$ cat src/rtl/stopwatch_pkg.sv
// Shared types and constants for the BCD stopwatch controller.
package stopwatch_pkg;

  typedef enum logic [1:0] {
    IDLE = 2'd0,
    RUN  = 2'd1,
    LAP  = 2'd2,
    STOP = 2'd3
  } sw_state_e;

  localparam int unsigned MAX_NDIG = 16;
  localparam logic [3:0]  BCD_NINE = 4'h9;

  // All-9s BCD value with ndig nibbles set; callers truncate to their own bus width.
  function automatic logic [4*MAX_NDIG-1:0] all_nines(input int unsigned ndig);
    logic [4*MAX_NDIG-1:0] v;
    v = '0;
    for (int unsigned i = 0; i < MAX_NDIG; i++) begin
      if (i < ndig) v[4*i +: 4] = BCD_NINE;
    end
    return v;
  endfunction

endpackage

$ cat src/rtl/sw_prescaler.sv
// Divide-by-DIV prescaler; tc marks the last cycle of each count interval.
module sw_prescaler #(
  parameter int unsigned DIV = 10,
  parameter int unsigned PW  = 16
) (
  input  logic          clk,
  input  logic          reset,
  input  logic          en,
  input  logic          zero,
  output logic [PW-1:0] p,
  output logic          tc
);

  localparam logic [PW-1:0] LAST = PW'(DIV - 1);

  logic [PW-1:0] p_q;
  logic [PW-1:0] p_d;

  // Next count: zero wins, otherwise wrap-increment while enabled, else hold.
  always_comb begin
    p_d = p_q;
    if (zero) begin
      p_d = '0;
    end else if (en) begin
      p_d = (p_q == LAST) ? '0 : p_q + PW'(1);
    end
  end

  // Prescaler register with synchronous reset.
  always_ff @(posedge clk) begin
    if (reset) p_q <= '0;
    else       p_q <= p_d;
  end

  assign p  = p_q;
  assign tc = en & (p_q == LAST);

endmodule

$ cat src/rtl/bcd_stopwatch_ctrl.sv
// Stopwatch sequencer: button pulses to count enable, counter clear and lap display.
module bcd_stopwatch_ctrl
  import stopwatch_pkg::*;
#(
  parameter int unsigned NDIG = 2,
  parameter int unsigned DIV  = 10,
  parameter int unsigned PW   = 16
) (
  input  logic              clk,
  input  logic              reset,
  input  logic              start_stop,
  input  logic              lap,
  input  logic              clear,
  input  logic [4*NDIG-1:0] cnt_value,
  output logic              cnt_x,
  output logic              cnt_clr,
  output logic [4*NDIG-1:0] disp_out,
  output logic              running,
  output logic              ovf
);

  localparam int unsigned   W     = 4 * NDIG;
  localparam logic [W-1:0]  NINES = W'(all_nines(NDIG));

  sw_state_e      state_q, state_d;
  logic [W-1:0]   lap_q, lap_d;
  logic           ovf_q, ovf_d;
  logic           clr_q, clr_d;
  logic           presc_zero;
  logic [PW-1:0]  presc_p_unused;

  assign running    = (state_q == RUN) | (state_q == LAP);
  assign presc_zero = (state_q == IDLE) | clr_d;

  sw_prescaler #(
    .DIV (DIV),
    .PW  (PW)
  ) u_presc (
    .clk   (clk),
    .reset (reset),
    .en    (running),
    .zero  (presc_zero),
    .p     (presc_p_unused),
    .tc    (cnt_x)
  );

  // Next-state, lap capture and overflow logic; clear > start_stop > lap.
  always_comb begin
    state_d = state_q;
    lap_d   = lap_q;
    ovf_d   = ovf_q;
    clr_d   = 1'b0;
    case (state_q)
      IDLE: begin
        if (start_stop) state_d = RUN;
      end
      RUN: begin
        if (start_stop) begin
          state_d = STOP;
        end else if (lap) begin
          state_d = LAP;
          lap_d   = cnt_value;
        end
      end
      LAP: begin
        if (start_stop)  state_d = STOP;
        else if (lap)    state_d = RUN;
      end
      STOP: begin
        if (clear) begin
          state_d = IDLE;
          clr_d   = 1'b1;
        end else if (start_stop) begin
          state_d = RUN;
        end
      end
      default: state_d = IDLE;
    endcase
    if (clr_d) begin
      ovf_d = 1'b0;
    end else if (cnt_x && (cnt_value == NINES)) begin
      ovf_d = 1'b1;
    end
  end

  // Controller registers with synchronous reset.
  always_ff @(posedge clk) begin
    if (reset) begin
      state_q <= IDLE;
      lap_q   <= '0;
      ovf_q   <= 1'b0;
      clr_q   <= 1'b0;
    end else begin
      state_q <= state_d;
      lap_q   <= lap_d;
      ovf_q   <= ovf_d;
      clr_q   <= clr_d;
    end
  end

  assign cnt_clr  = clr_q;
  assign ovf      = ovf_q;
  assign disp_out = (state_q == LAP) ? lap_q : cnt_value;

endmodule

$ cat config.mk
export PLATFORM = sky130hd
export DESIGN_NAME = bcd_stopwatch_ctrl
export DESIGN_NICKNAME = d
export VERILOG_FILES = /design/src/rtl/stopwatch_pkg.sv /design/src/rtl/sw_prescaler.sv /design/src/rtl/bcd_stopwatch_ctrl.sv
export SDC_FILE = /design/constraint.sdc
export NUM_CORES = 1
export LEC_CHECK = 0
export ABC_CLOCK_PERIOD_IN_PS = 3200
export BUFFER_PORTS_ARGS = -buffer_cell sky130_fd_sc_hd__buf_2
export CAP_MARGIN = 20
export CELL_PAD_IN_SITES_DETAIL_PLACEMENT = 1
export CELL_PAD_IN_SITES_GLOBAL_PLACEMENT = 1
export CORE_UTILIZATION = 45
export CTS_CLUSTER_SIZE = 20
export DETAILED_ROUTE_END_ITERATION = 8
export PLACE_DENSITY = 0.82
export SLEW_MARGIN = 20
export SYNTH_ARGS = -nofsm -noshare
export SYNTH_HDL_FRONTEND = slang
export SYNTH_SLANG_ARGS = --single-unit
$ cat constraint.sdc
create_clock -name clk -period 3.2 [get_ports clk]
set_clock_uncertainty 0.15 [all_clocks]
set_input_delay 0.64 -clock clk [delete_from_list [all_inputs] [get_ports clk]]
set_output_delay 0.64 -clock clk [all_outputs]
set_load 0.02 [all_outputs]
# == Word-level counts from Yosys, hierarchy flattened ==
# Cells that the tools add are included.
# totals
register_bits,28
in_bits,13
out_inout_bits,12
wordCells,34
# op_classes
n_addsub,1
eq_ne,7
muxes,11
bitwise_logic,4
reduce_logical,6
# ops
op,n
$add 16x1->16 const B,1
$eq 16x4->1 const B,1
$mux 16,1
$mux 2,6
$eq 8x8->1 const B,1
$mux 8,1
$pmux 2 s4,1
$ne 3x3->1 const B,2
$eq 2x2->1 const B,2
$reduce_or 2->1,2
$reduce_and 3->1,1
$eq 2x1->1 const B,1
$logic_not 2->1,1
$mux 1,2
$or 1x1->1,2
$reduce_and 2->1,1
$and 1x1->1,1
$logic_and 1x1->1,1
$not 1->1,1

# == Depth between registers and ports, before layout ==
# Gate-level depths: netlist of the first run.
# depth
ltp_word,4
depth_mapped,8
depth_no_buf,6

# == Cells and area by module ==
# Synthesis of the first run repeated with hierarchy kept, for this count alone.
# hier_totals
cells_unflattened,161
area_unflattened_um2,1473.9
# modules_own_cells
module,instances,cells_per_inst,area_each_um2,seq_area_each_um2
sw_prescaler,1,91,792.0,320.3
bcd_stopwatch_ctrl,1,70,681.9,240.2

# == Least setup slack after synthesis of the first run ==
# No wires, ideal clock.
# synth_timing
path_kind,register -> output
startpoint,register state_q[0]
endpoint,output cnt_x
arrival_ns,1.501
t_required_ns,2.410
slack_ns,0.909
path_stages_with_launch,7
path_buffers,1
cell_sequence,dfxtp_1 > inv_1 > ha_1 > buf_4 > and4bb_1 > nand4_1 > inv_1
# synth_between
elab_chain_len,3
word_cells_on_any_way,4
cone_classes,eq/ne: 2; bitwise: 2
# synth_rtl
element,line_no,rtl
start: declaration,bcd_stopwatch_ctrl.sv:25,"sw_state_e state_q, state_d;"
start signal: assignment,bcd_stopwatch_ctrl.sv:94,state_q <= state_d;
$eq 2x1->1 / $eq 2x2->1 (equally long branches),bcd_stopwatch_ctrl.sv:32,assign running = (state_q == RUN) | (state_q == LAP);
$or 1x1->1 (*),bcd_stopwatch_ctrl.sv:32,
net running,bcd_stopwatch_ctrl.sv:18,"output logic running,"
$and 1x1->1 (*),sw_prescaler.sv:36,assign tc = en & (p_q == LAST);
end: declaration,bcd_stopwatch_ctrl.sv:15,"output logic cnt_x,"
# Mark *: on every way through the listed nets, which the timed path passes. The rest lies on a longest branch.

# == Worst setup path in the final report of the first run ==
# layout_timing
startpoint,register state_q[1]
endpoint,output cnt_x
# layout_between
elab_chain_len,3
word_cells_on_any_way,4
cone_classes,eq/ne: 2; bitwise: 2
# layout_rtl
element,line_no
$eq 2x1->1 / $eq 2x2->1 (equally long branches),bcd_stopwatch_ctrl.sv:32
$or 1x1->1 (*),bcd_stopwatch_ctrl.sv:32
$and 1x1->1 (*),sw_prescaler.sv:36
# Every way passes the cells marked *; elsewhere a longest branch is shown, timed or not.

==> results of run 1 <==
==> worst max path at each step <==
stage,from,end
after CTS,state_q[1]$_SDFFE_PP0P_,cnt_x
after global placement,state_q[0]$_SDFFE_PP0P_,cnt_x
final,state_q[1]$_SDFFE_PP0P_,cnt_x
after floorplan,state_q[0]$_SDFFE_PP0P_,cnt_x
after global routing,state_q[1]$_SDFFE_PP0P_,cnt_x
after detailed placement,state_q[1]$_SDFFE_PP0P_,cnt_x
==> logic make-up (layout without fill, tap and decap cells) <==
group / Yosys count / in the layout / synth area share (%)
AOI/OAI and AO/OA: 11 / 11 / 4.73
muxes: 16 / 16 / 11.7
xor gates and xnor gates: 15 / 15 / 9.02
adders and majority gates: 6 / 6 / 5.15
buffers and inverters: 13 / 36 / 4.21
and+or+nand+nor: 65 / 65 / 26.7
DFF: 28 / 28 / 38.5
==> flip-flops by register name, indices dropped and copies added (netlist names) <==
signal,cells
lap_q,8
cnt_clr,1
ovf,1
u_presc.p,16
state_q,2
==> power by group through the flow <==
stage | combinational (mW) | clock, mW | sequential [mW]
after floorplan | 0.0686 | 0 | 0.367
after global placement | 0.0910 | 0 | 0.367
after detailed placement | 0.0948 | 0 | 0.368
after CTS | 0.0965 | 0.150 | 0.361
after global routing | 0.105 | 0.165 | 0.362
final | 0.0965 | 0.143 | 0.361
==> cell usage in the layout (no fill, tap or decap), types with 2 or more instances in the layout <==
cell and n:
a21oi_1 4, a31oi_1 2, buf_2 24, clkbuf_4 3
dfxtp_1 28, ha_1 6, inv_1 9, mux2_2 8
mux2i_1 8, nand2_1 7, nand3_1 4, nand4_1 4
nand4_2 2, nor2_1 27, nor2_2 4, nor3_1 4
nor4_1 2, nor4_2 3, xnor2_1 11, xor2_1 4
==> layer usage <==
layer  share of wire, %  vias up
met5                  0        -
met2                 53       21
met1                 43      577
li1                   -      577
met3                2.7        4
met4                1.0        0
==> worst max-delay path, cell delays in order, from the launching register on <==
cell      delay, ns
dfxtp_1        0.42
inv_1          0.08
ha_1           0.46
and4bb_1       0.26
nand4_1        0.17
inv_1          0.10
buf_2          0.16
==> area by class of cell <==
type / count / area, um2
well taps: 44 / 55.1
clock buffers: 3 / 22.5
inverters: 9 / 33.8
repair buffers: 24 / 120
flip-flops and latches: 28 / 561
multi-input cells: 113 / 835
fillers: 380 / 1430
==> flow_summary.json, run 1 <==
{
  "outcome": "finished, final reports clean",
  "cts_tree": "yes",
  "clk_latency_ns": 0.33,
  "grt_start_max_net_pins": 17,
  "grt-ovfl-total": 0,
  "drt_wl_total_um": 3340,
  "p_sw_share_pct": 27.5,
  "synth_nets": 173,
  "cp_max_fo": 9,
  "r2r_cells": 6,
  "hold_ws_ns": 0.337,
  "cap_violations": 0,
  "firstDrtPassIters": 4,
  "timing.rr.start": "state_q[0]$_SDFFE_PP0P_",
  "synth_top_area_share_pct": 38.5,
  "path_class": "reg2out",
  "drc": 0,
  "ant_nets": 0,
  "antenna_found_initial": 0,
  "netlist_top_cells_area": "dfxtp_1 38%, nor2_1 7.0%, xnor2_1 6.6%",
  "diodes": 0,
  "fp.dieW_um": 58.9,
  "ctsResizeCount": 0,
  "yosysTopAreaCell": "dfxtp_1",
  "dp_cells": 218,
  "maxSlewHeadroom_pct": 61.5,
  "synth_top_flop_cell": "dfxtp_1",
  "syn_area_um2": 1460,
  "period_share_pct": 86.5,
  "grtUsageMet3_pct": 5.05,
  "instances_no_fill": 221,
  "hold_viol_final": 0,
  "io_buffers": 24,
  "drive_gt1_share_pct": 26.6,
  "setup_viol": 0,
  "ys_seq_area_share_pct": 38.5,
  "via_per_inst": 5.33,
  "syn_to_final_growth_pct": 11.7,
  "worst_pin_slew_ns": 0.570,
  "worstHoldPathCells": 1,
  "h-tree-depth": 1,
  "fin_crit_ns": 2.77,
  "placed_area_um2": 1600,
  "holdPathEnd": "ovf$_SDFFE_PP0P_",
  "powerDensity_nw_per_um2": 369,
  "clockRootBuffer": "clkbuf_4",
  "initial_utilization_pct": 47.7,
  "min_from": "ovf$_SDFFE_PP0P_",
  "yosysWarnings": 0,
  "fin_ws_ns": 0.431,
  "syn_inst": 154,
  "detailed_place_hpwl_um": 2610,
  "synth_seq_cells": 28,
  "fp-row-count": 20,
  "cts_buffer_depth": 2,
  "crit_path_end_kind": "output pin",
  "grt_pass1_vias": 1200,
  "grt_pass1_wl_um": 5520,
  "p_switching_uw": 165,
  "async_flop_share_pct": 0,
  "finalSetupTns_ns": 0,
  "clkTransAtPathRegs_ns": 0.15,
  "top_level_ports": 25,
  "die-area_um2": 3470,
  "yosysMostFrequentCell": "dfxtp_1",
  "final_max_slew_viol_count": 0,
  "power_uw": 601,
  "fin_nets": 198,
  "p_int_uw": 435,
  "vdd_drop_max_v": 0.000238,
  "via_count": 1179,
  "synth_common_cells": "28 x dfxtp_1, 27 x nor2_1, 11 x xnor2_1, 9 x inv_1",
  "yosysUniqueCellTypes": 35,
  "r2r-end": "u_presc.p[1]$_SDFFE_PP0P_",
  "core-area_um2": 3050,
  "worst_setup_path_start_kind": "flop",
  "postLayoutCellArea_um2": 1630,
  "place.gp.congestion": 0.771,
  "cp_data_arrival_time_ns": 1.98,
  "fmax_ghz": 0.361,
  "p_seq_share_pct": 60.1,
  "met2_usage_pct": 39.9,
  "clockPowerShare_pct": 23.9,
  "track_usage_pct": 21.5,
  "cts_setup_buffers": 0,
  "hold_class": "reg2reg",
  "cts_buffers": 3,
  "final_util_pct": 53.3,
  "routedWlPerCell_um": 15.1,
  "cp_data_required_time_ns": 2.41,
  "synth_edf_count": 0,
  "r2r_slack_ns": 0.91,
  "dp_slack_ns": 0.832,
  "die_h_um": 58.9,
  "busiest_layer": "met2",
  "rsz0062_at_grt": "false",
  "drt_iter0_drc": 47,
  "pwr-share-comb_pct": 16.1,
  "synth.avg_cell_area_um2": 9.46,
  "leakagePower_nw": 0.675,
  "grt_use_met1_pct": 24.3,
  "hold_buffers": 0,
  "cts.sinks": 28
}
Power figures use the tool's default switching activity.
==> inputs of run 2 (changes only) <==
- MAX_ROUTING_LAYER: default -> met4
==> run 2 against run 1 <==
- sequential cell count is the same
- cell count unchanged
- setup slack got worse by 0.014 ns
- sequential share of layout area stayed put
- critical path type unchanged
- critical endpoint unchanged
- largest power group unchanged
- highest routed layer unchanged
==> flow_summary.json, run 2 (synthesized netlist as in run 1, its figures left out) <==
{
  "outcome": "finished, final reports clean",
  "worst_setup_path_start_kind": "flop",
  "drc": 0,
  "final_cell_mix": "28 x dfxtp_1, 27 x nor2_1, 24 x buf_2, 11 x xnor2_1, 9 x inv_1",
  "r2r_slack_ns": 0.89,
  "cp_data_arrival_time_ns": 1.99,
  "drt_iter0_drc": 46,
  "dp_cells": 218,
  "hold_buffers": 0,
  "grt_pass1_wl_um": 5530,
  "die_h_um": 58.9,
  "cp_data_required_time_ns": 2.41,
  "setup_viol": 0,
  "diodes": 0,
  "drt_wl_total_um": 3350,
  "fmax_ghz": 0.359,
  "path_class": "reg2out",
  "io_buffers": 24,
  "fin_nets": 198,
  "leakagePower_nw": 0.675,
  "antenna_found_initial": 0,
  "syn_to_final_growth_pct": 11.7,
  "rsz0062_at_grt": "false",
  "drive_gt1_share_pct": 26.6,
  "crit_path_end_kind": "output pin",
  "cts_buffers": 3,
  "mostFrequentLayoutCell": "dfxtp_1",
  "period_share_pct": 86.9,
  "cts.sinks": 28,
  "place.gp.congestion": 0.781,
  "hold_viol_final": 0,
  "final_max_slew_viol_count": 0,
  "fp-row-count": 20,
  "via_count": 1177,
  "core-area_um2": 3050,
  "cp_max_fo": 9,
  "worst_pin_slew_ns": 0.571,
  "firstDrtPassIters": 4,
  "ant_nets": 0,
  "cts_buffer_depth": 2,
  "hold_class": "reg2reg",
  "clkTransAtPathRegs_ns": 0.16,
  "hold_ws_ns": 0.338,
  "cts_tree": "yes",
  "grt_pass1_vias": 1199,
  "initial_utilization_pct": 47.7,
  "finalSetupTns_ns": 0,
  "fin_crit_ns": 2.78,
  "largest_register_ffs": 16,
  "final_util_pct": 53.3,
  "dp_slack_ns": 0.832,
  "fin_ws_ns": 0.418,
  "vdd_drop_max_v": 0.000240,
  "clockRootBuffer": "clkbuf_4",
  "die-area_um2": 3470,
  "routedWlPerCell_um": 15.2,
  "detailed_place_hpwl_um": 2610,
  "cap_violations": 0,
  "h-tree-depth": 1,
  "via_per_inst": 5.33,
  "clk_latency_ns": 0.34,
  "grt_start_max_net_pins": 17,
  "top_level_ports": 25,
  "instances_no_fill": 221,
  "track_usage_pct": 22.2,
  "fp.dieW_um": 58.9,
  "ctsResizeCount": 0,
  "maxSlewHeadroom_pct": 61.4,
  "grt-ovfl-total": 0,
  "cts_setup_buffers": 0,
  "powerDensity_nw_per_um2": 371
}
[run 2: cell counts in the layout (fill, tap and decap cells not counted)]
No cell type changed its count.
[run 2: stage by stage]
| step | power, mW | instance area (um2) |
|---|---|---|
| after floorplan | 0.436 | 1460 |
| after global placement | 0.458 | 1600 |
| after detailed placement | 0.463 | 1600 |
| after CTS | 0.607 | 1630 |
| after global routing | 0.632 | 1630 |
| final | 0.604 | 1630 |
[run 2: layer usage]
metal  vias up  global-route usage, %  wire length (um)
met4         0                   6.12                30
met3         4                   5.05               101
met2        21                   39.9              1790
met1       575                   24.4              1430
li1        577                      -                 -
met5         -                      -                 0
[run 2: worst max-delay path: stages (launching register included)]
cell      delay, ns
dfxtp_1        0.42
inv_1          0.08
ha_1           0.46
and4bb_1       0.26
nand4_1        0.17
inv_1          0.10
buf_2          0.16
[run 2: worst paths after layout]
path / from / end / cells after the start
setup / recovery: state_q[1]$_SDFFE_PP0P_ / cnt_x / 6
hold / removal: ovf$_SDFFE_PP0P_ / ovf$_SDFFE_PP0P_ / 1
setup reg to reg: state_q[0]$_SDFFE_PP0P_ / u_presc.p[1]$_SDFFE_PP0P_ / 6
hold reg to reg: ovf$_SDFFE_PP0P_ / ovf$_SDFFE_PP0P_ / 1
[run 2: final cells by class]
class                   instances  area (um2)
fillers                       380        1430
well taps                      44        55.1
flip-flops and latches         28         561
inverters                       9        33.8
clock buffers                   3        22.5
multi-input cells             113         835
repair buffers                 24         120
[run 2: power by group]
group / internal (mW) / switching [mW]
sequential: 0.355 / 0.00557
clock: 0.0442 / 0.102
combinational: 0.0361 / 0.0602
